File: src/rtl/bp_pkg.sv
// Shared types for the branch predictor: 2-bit counter states, BTB entry layout, tag helper.
// Pure declarations, no logic or timing of its own.
package bp_pkg;

    typedef enum logic [1:0] {
        SNT = 2'b00,
        WNT = 2'b01,
        WT  = 2'b10,
        ST  = 2'b11
    } ctr_e;

    localparam ctr_e CTR_RST   = WNT;
    localparam ctr_e CTR_ALLOC = WT;

    localparam int PC_W  = 32;
    localparam int TAG_W = 30;

    // Tag is stored right-aligned; the upper bits stay zero for larger tables.
    typedef struct packed {
        logic             valid;
        logic [TAG_W-1:0] tag;
        logic [PC_W-1:0]  target;
        ctr_e             ctr;
    } btb_entry_t;

    function automatic logic [TAG_W-1:0] pc_tag(input logic [PC_W-1:0] pc, input int idx_w);
        logic [PC_W-1:0] w_sh;
        w_sh = pc >> (idx_w + 2);
        return w_sh[TAG_W-1:0];
    endfunction

endpackage

File: src/rtl/bp_if.sv
// Branch-resolution bundle between the EX stage (master) and the predictor (slave).
// Combinational: mispredict/redirect_pc respond in the same EX cycle; no handshake.
interface bp_ex_if;
    logic        ex_valid;
    logic        ex_branch;
    logic [31:0] ex_pc;
    logic        ex_taken;
    logic [31:0] ex_target;
    logic        ex_pred_taken;
    logic [31:0] ex_pred_target;
    logic        mispredict;
    logic [31:0] redirect_pc;

    modport master (
        output ex_valid, ex_branch, ex_pc, ex_taken, ex_target,
               ex_pred_taken, ex_pred_target,
        input  mispredict, redirect_pc
    );

    modport slave (
        input  ex_valid, ex_branch, ex_pc, ex_taken, ex_target,
               ex_pred_taken, ex_pred_target,
        output mispredict, redirect_pc
    );
endinterface

File: src/rtl/bp_sat_counter2.sv
// 2-bit saturating counter next-state: up on taken, down on not-taken, clamps at SNT/ST.
// Latency: combinational. Backpressure: none.
module bp_sat_counter2
    import bp_pkg::*;
(
    input  ctr_e i_ctr,
    input  logic i_taken,
    output ctr_e o_ctr
);

    always_comb begin
        o_ctr = i_ctr;
        if (i_taken) begin
            if (i_ctr != ST) begin
                o_ctr = ctr_e'(i_ctr + 2'd1);
            end
        end else if (i_ctr != SNT) begin
            o_ctr = ctr_e'(i_ctr - 2'd1);
        end
    end

endmodule

File: src/rtl/branch_predictor.sv
// Direct-mapped BTB + 2-bit counters: IF prediction, EX training and mispredict redirect.
// Latency: prediction and redirect combinational; table writes visible after the next clk edge.
// Backpressure: none, EX stalls by dropping ex_valid. Perf counters built only with BP_PERF_CNT_EN.
module branch_predictor
    import bp_pkg::*;
#(
    parameter  int ENTRIES = 16,
    localparam int IDX_W   = $clog2(ENTRIES)
) (
    input  logic        clk,
    input  logic        rst_n,
    input  logic [31:0] if_pc,
    output logic        pred_taken,
    output logic [31:0] pred_target,
    bp_ex_if.slave      ex,
    output logic [31:0] perf_branches,
    output logic [31:0] perf_mispredicts
);

    btb_entry_t r_btb [ENTRIES];

    logic [IDX_W-1:0] w_if_idx;
    btb_entry_t       w_if_ent;
    logic             w_if_hit;

    logic [IDX_W-1:0] w_ex_idx;
    btb_entry_t       w_ex_ent;
    logic             w_ex_hit;
    ctr_e             w_ctr_nxt;

    logic             w_upd;
    logic             w_br_mp;
    logic             w_alias_mp;
    logic             w_mispredict;
    logic             w_wr_en;
    btb_entry_t       w_wr_ent;

    // ---------------- IF-side prediction ----------------
    assign w_if_idx = if_pc[IDX_W+1:2];
    assign w_if_ent = r_btb[w_if_idx];
    assign w_if_hit = w_if_ent.valid && (w_if_ent.tag == pc_tag(if_pc, IDX_W));

    assign pred_taken  = rst_n && w_if_hit && w_if_ent.ctr[1];
    assign pred_target = pred_taken ? w_if_ent.target : (if_pc + 32'd4);

    // ---------------- EX-side resolution ----------------
    assign w_ex_idx = ex.ex_pc[IDX_W+1:2];
    assign w_ex_ent = r_btb[w_ex_idx];
    assign w_ex_hit = w_ex_ent.valid && (w_ex_ent.tag == pc_tag(ex.ex_pc, IDX_W));
    assign w_upd    = ex.ex_valid && ex.ex_branch;

    bp_sat_counter2 u_ctr (
        .i_ctr   (w_ex_ent.ctr),
        .i_taken (ex.ex_taken),
        .o_ctr   (w_ctr_nxt)
    );

    assign w_br_mp = w_upd &&
                     ((ex.ex_taken != ex.ex_pred_taken) ||
                      (ex.ex_taken && (ex.ex_target != ex.ex_pred_target)));
    // A non-branch predicted taken means the BTB entry aliased onto ordinary code.
    assign w_alias_mp   = ex.ex_valid && !ex.ex_branch && ex.ex_pred_taken;
    assign w_mispredict = rst_n && (w_br_mp || w_alias_mp);

    assign ex.mispredict  = w_mispredict;
    assign ex.redirect_pc = (w_mispredict && ex.ex_branch && ex.ex_taken) ?
                            ex.ex_target : (ex.ex_pc + 32'd4);

    always_comb begin
        w_wr_en  = 1'b0;
        w_wr_ent = w_ex_ent;
        if (w_upd) begin
            if (w_ex_hit) begin
                w_wr_en      = 1'b1;
                w_wr_ent.ctr = w_ctr_nxt;
                if (ex.ex_taken) begin
                    w_wr_ent.target = ex.ex_target;
                end
            end else if (ex.ex_taken) begin
                w_wr_en         = 1'b1;
                w_wr_ent.valid  = 1'b1;
                w_wr_ent.tag    = pc_tag(ex.ex_pc, IDX_W);
                w_wr_ent.target = ex.ex_target;
                w_wr_ent.ctr    = CTR_ALLOC;
            end
        end else if (w_alias_mp && w_ex_hit) begin
            w_wr_en        = 1'b1;
            w_wr_ent.valid = 1'b0;
        end
    end

    always_ff @(posedge clk) begin
        if (!rst_n) begin
            for (int i = 0; i < ENTRIES; i++) begin
                r_btb[i].valid  <= 1'b0;
                r_btb[i].tag    <= '0;
                r_btb[i].target <= '0;
                r_btb[i].ctr    <= CTR_RST;
            end
        end else if (w_wr_en) begin
            r_btb[w_ex_idx] <= w_wr_ent;
        end
    end

    // ---------------- Performance counters ----------------
`ifdef BP_PERF_CNT_EN
    logic [31:0] r_perf_br;
    logic [31:0] r_perf_mp;

    always_ff @(posedge clk) begin
        if (!rst_n) begin
            r_perf_br <= '0;
            r_perf_mp <= '0;
        end else begin
            if (w_upd) begin
                r_perf_br <= r_perf_br + 32'd1;
            end
            if (w_mispredict) begin
                r_perf_mp <= r_perf_mp + 32'd1;
            end
        end
    end

    assign perf_branches    = r_perf_br;
    assign perf_mispredicts = r_perf_mp;
`else
    assign perf_branches    = '0;
    assign perf_mispredicts = '0;
`endif

endmodule

File: src/flat_wrapper.sv
// flat-port wrapper written by rule: the top's interface ports become plain ports
module branch_predictor_flat import bp_pkg::*;
#(
    parameter  int ENTRIES = 16,
    localparam int IDX_W   = $clog2(ENTRIES)
)
  (clk, rst_n, if_pc, pred_taken, pred_target, perf_branches, perf_mispredicts, ex_ex_valid, ex_ex_branch, ex_ex_pc, ex_ex_taken, ex_ex_target, ex_ex_pred_taken, ex_ex_pred_target, ex_mispredict, ex_redirect_pc);
  bp_ex_if ex_i ();
  input  logic clk;
  input  logic rst_n;
  input  logic [31:0] if_pc;
  output logic pred_taken;
  output logic [31:0] pred_target;
  output logic [31:0] perf_branches;
  output logic [31:0] perf_mispredicts;
  input wire logic [$bits(ex_i.ex_valid)-1:0] ex_ex_valid;
  input wire logic [$bits(ex_i.ex_branch)-1:0] ex_ex_branch;
  input wire logic [$bits(ex_i.ex_pc)-1:0] ex_ex_pc;
  input wire logic [$bits(ex_i.ex_taken)-1:0] ex_ex_taken;
  input wire logic [$bits(ex_i.ex_target)-1:0] ex_ex_target;
  input wire logic [$bits(ex_i.ex_pred_taken)-1:0] ex_ex_pred_taken;
  input wire logic [$bits(ex_i.ex_pred_target)-1:0] ex_ex_pred_target;
  output wire logic [$bits(ex_i.mispredict)-1:0] ex_mispredict;
  output wire logic [$bits(ex_i.redirect_pc)-1:0] ex_redirect_pc;
  assign ex_i.ex_valid = ex_ex_valid;
  assign ex_i.ex_branch = ex_ex_branch;
  assign ex_i.ex_pc = ex_ex_pc;
  assign ex_i.ex_taken = ex_ex_taken;
  assign ex_i.ex_target = ex_ex_target;
  assign ex_i.ex_pred_taken = ex_ex_pred_taken;
  assign ex_i.ex_pred_target = ex_ex_pred_target;
  assign ex_mispredict = ex_i.mispredict;
  assign ex_redirect_pc = ex_i.redirect_pc;
  branch_predictor #(.ENTRIES(ENTRIES)) u_core (.clk(clk), .rst_n(rst_n), .if_pc(if_pc), .pred_taken(pred_taken), .pred_target(pred_target), .ex(ex_i), .perf_branches(perf_branches), .perf_mispredicts(perf_mispredicts));
endmodule
File: config.mk
export PLATFORM = sky130hd
export DESIGN_NAME = branch_predictor_flat
export DESIGN_NICKNAME = d
export VERILOG_FILES = /design/src/rtl/bp_pkg.sv /design/src/rtl/bp_if.sv /design/src/rtl/bp_sat_counter2.sv /design/src/rtl/branch_predictor.sv /design/src/flat_wrapper.sv
export SDC_FILE = /design/constraint.sdc
export NUM_CORES = 2
export LEC_CHECK = 0
export CAP_MARGIN = 15
export CORE_ASPECT_RATIO = 0.6
export CORE_UTILIZATION = 50
export DETAILED_ROUTE_END_ITERATION = 8
export PLACE_DENSITY = 0.68
export SETUP_SLACK_MARGIN = 0.4
export SYNTH_ARGS = -nofsm -noshare
export SYNTH_HDL_FRONTEND = slang
export SYNTH_HIERARCHICAL = 1
export SYNTH_SLANG_ARGS = --single-unit
File: constraint.sdc
create_clock -name clk -period 6.4 [get_ports clk]
set_input_delay 0.96 -clock clk [delete_from_list [all_inputs] [get_ports clk]]
set_output_delay 0.96 -clock clk [all_outputs]
set_load 0.01 [all_outputs]
==> summary.md <==
| Metric | Value |
|---|---|
| Outcome | complete, but fails checks |
| Failing checks | DRC |
| CORE AREA | about 110000 um2 |
| Cell taking the most area after synthesis | edfxtp_1 |
| Initial Util | 0.505 |
| # clock sinks | 1040 |
| CP arrival | 5140 ps |
| Max Clock Skew | 31.0 ps |
| Switching part of the total power | 0.268 |
| Static leakage | 22.7 nW |
| Die H | 263 um |
| Drt first pass iters | 9 |
| Area of the mapped netlist | approximately 57000 um2 |
| Clock power frac | 0.362 |
| Ranking of synthesized cells by area | edfxtp_1 55%, mux4_2 22%, nor2_1 4.1% |
| CTS Buf Count | 95 |
| Sequential share of the synthesized area | 0.550 |
| Top Registers | u_core/r_btb (1040) |
| Setup Viol. Count Final | 0 |
| Fmax | around 160 MHz |
| Tot Pwr | 16.3 mW |
| # nets final | 4354 |
| Vias in the first global route | between 30k and 40k |
| Post-synth EDFFs | 1039 |
| RSZ-0062 raised after global routing | true |
| CP max stage delay | 570 ps |
| Internal power | 11.9 mW |
| TNS Setup | 0 ps |
| Crit. End Element | primary output |
| Crit start category | flip-flop |
| Cells after Synth | 3984 |
| Max-cap check violation count | 0 |
| Measured slew at the worst slew-check pin | 1010 ps |
| IO Port Bufs | just under 200 |
| TritonCTS clock tree | done |
| Top Ports | 264 |
| Final Max Slew Viols | 0 |
| Final worst setup slack | roughly 300 ps |
| Share of flip-flops with an asynchronous set or reset | 0 |
| Reg clk slew, reported paths | 70 ps |
| Power per cell area | around 250 nW/um2 |
| Yosys top cell area share | 0.550 |
| Rows | 95 |
| Layout overhead on the synthesized area | 15.0% |
| Largest register FFs | 1040 |
| Most flops, register | u_core/r_btb |
| Min-Delay Path Class | flip-flop to flip-flop |
| DRT Wirelength | 218 mm |
| Top FF cell, synth | edfxtp_1 |
| Vias | between 40k and 50k |
| Clock Path Buffers | 3 |
| Crit-path slowest cell | mux4_2 |
| First-pass GRT wire length | 301 mm |
| CP required | ~5400 ps |
| Gr ovfl total | 0 |
| Peak VDD IR | 0.261 mV |
| Largest net degree at the start of global routing | 62 |
| Pre-CTS WS | -142 ps |
| Rel. slew slack | 0.324 |
| NetSw | 4.36 mW |
| Final Hold Vio Count | 0 |
| DR vias/cell | approximately 7.2 |
| Total Routing Usage GR | 0.375 |
| Crit-path cells | mux4_2, mux4_2, xnor2_2, nand4_1, buf_4, or4_4, nor4_4, buf_6, buf_12, mux2_2, clkdlybuf4s50_1 |
| Synth warnings | 6 |
| Crit Path Max Fanout | 13 |
| Synthesized area per cell | 14.2 um2 |
| Final hold slack | 582 ps |
| Mean routed wirelength per cell | 37.6 um |
| Sequential Power Share | 0.485 |
| Share of layout cells above drive strength 1 | 0.248 |
| Htree depth | 3 |
| Detailed Route Iter0 Violations | approximately 7.8k |
| Tcrit/Tclk final | 0.953 |
| Crit Path Category | flip-flop to primary output |
| Initial antenna violation count | 12 |
| CTS Root Cell | clkbuf_16 |
| Antenna-violating nets left | 0 |
| Crit path top cell by count | mux4_2 |
| Min cycle time layout | 6100 ps |
| Seq cells post-synth | approximately 1.0k |
| Width of the die | approximately 440 um |
| HPWL Detailed | ~130 mm |
| Yosys cell types | 74 |
| Die area | 115000 um2 |
| Routability Congestion | 0.994 |
| Clock latency at the later pin of the worst-skew pair | 750 ps |
| Combinational group share of total power | 0.153 |
| Residual DRC | 13 |
-- cell usage in the layout, fill, tap and decap left out, drive strengths merged, types with 104 or more instances in the layout --
master	netlist	final
clkbuf	265	119
mux4	545	545
clkdlybuf4s50	0	159
mux2i	143	143
a21oi	341	341
edfxtp	1039	1039
buf	199	278
nor2	624	624
nor3	104	104
conb	1	128
nand2	136	136
-- per-layer routing --
metal	up-vias	part of all wire	global-route usage
met5	-	0.00043	0
met3	669	0.18	0.160
met4	16	0.053	0.161
met1	20800	0.35	0.518
met2	4244	0.42	0.517
li1	15800	-	-
-- timing repair --
action / CTS / global route
buffers inserted: 2 / 0
cloned: 1 / 2
pin swaps: 1 / 1
hold buffers: 0 / 0
endpoints found under the setup margin: 33 / 32
resized for setup: 11 / 37
-- kinds of logic after synthesis --
kind of cell	Yosys count	synth area share
xor+xnor	145	0.0224
buf+inv	481	0.0405
other cells	1	0.0000661
mux	744	0.253
fa+ha+maj	7	0.00150
compound gates	522	0.0522
flops	1040	0.550
simple gates	1044	0.0798
-- through the flow --
| step | util | area (um2) | instances |
|---|---|---|---|
| after floorplan | - | 57200 | 4111 |
| after global placement | 0.551 | 61900 | 5613 |
| after detailed placement | 0.551 | 61900 | 5614 |
| after CTS | 0.580 | 65000 | 5791 |
| after global routing | 0.581 | 65200 | 5795 |
| final | 0.581 | 65200 | 5799 |
-- layout make-up --
cell class,instances,area (um2)
clock buffer,117,2520
tap,1503,1880
inverter,17,66.3
multi-input combinational,2590,24000
antenna,4,10.0
timing repair buffer,471,5010
fill,8743,47000
sequential,1040,31200
clock inverter,57,551
-- Yosys cell counts (32+ instances only) --
library cell  number
edfxtp_1        1039
mux2_2            56
a21oi_1          339
clkbuf_1         264
xor2_1            46
buf_4             78
xnor2_1           99
nand2_1          136
nand4_1           34
nor3_1           103
buf_2             75
buf_1             32
mux2i_1          141
nor2_1           624
nand3_1           44
mux4_2           543
o21ai_0           58
-- power groups by stage --
stage          clock [mW]  sequential [mW]  combinational, mW
2_1_floorplan           0             7.97               1.40
3_3_place_gp            0             8.01               2.37
3_5_place_dp            0             8.02               2.38
4_1_cts              5.91             7.87               2.40
5_1_grt              6.14             7.90               2.53
6_report             5.88             7.89               2.49
-- path summary, 6_finish.rpt --
kind         cells past startpoint             endpoint  slack, ps            startpoint
max                             11      pred_target[31]        300  u_core/r_btb[14][56]
min                              2  u_core/r_btb[8][64]        580   u_core/r_btb[8][64]
max reg2reg                     11  u_core/r_btb[3][22]       1620  u_core/r_btb[10][42]
min reg2reg                      2  u_core/r_btb[8][64]        580   u_core/r_btb[8][64]
-- critical path, delay by kind of cell, from the launching register on --
kind / cells / cell delay [ps]
muxes: 3 / 1380
and+or+nand+nor: 3 / 1190
buffers and inverters: 4 / 1160
DFF: 1 / 420
xor gates and xnor gates: 1 / 210
(Power assumes the default switching activity.)
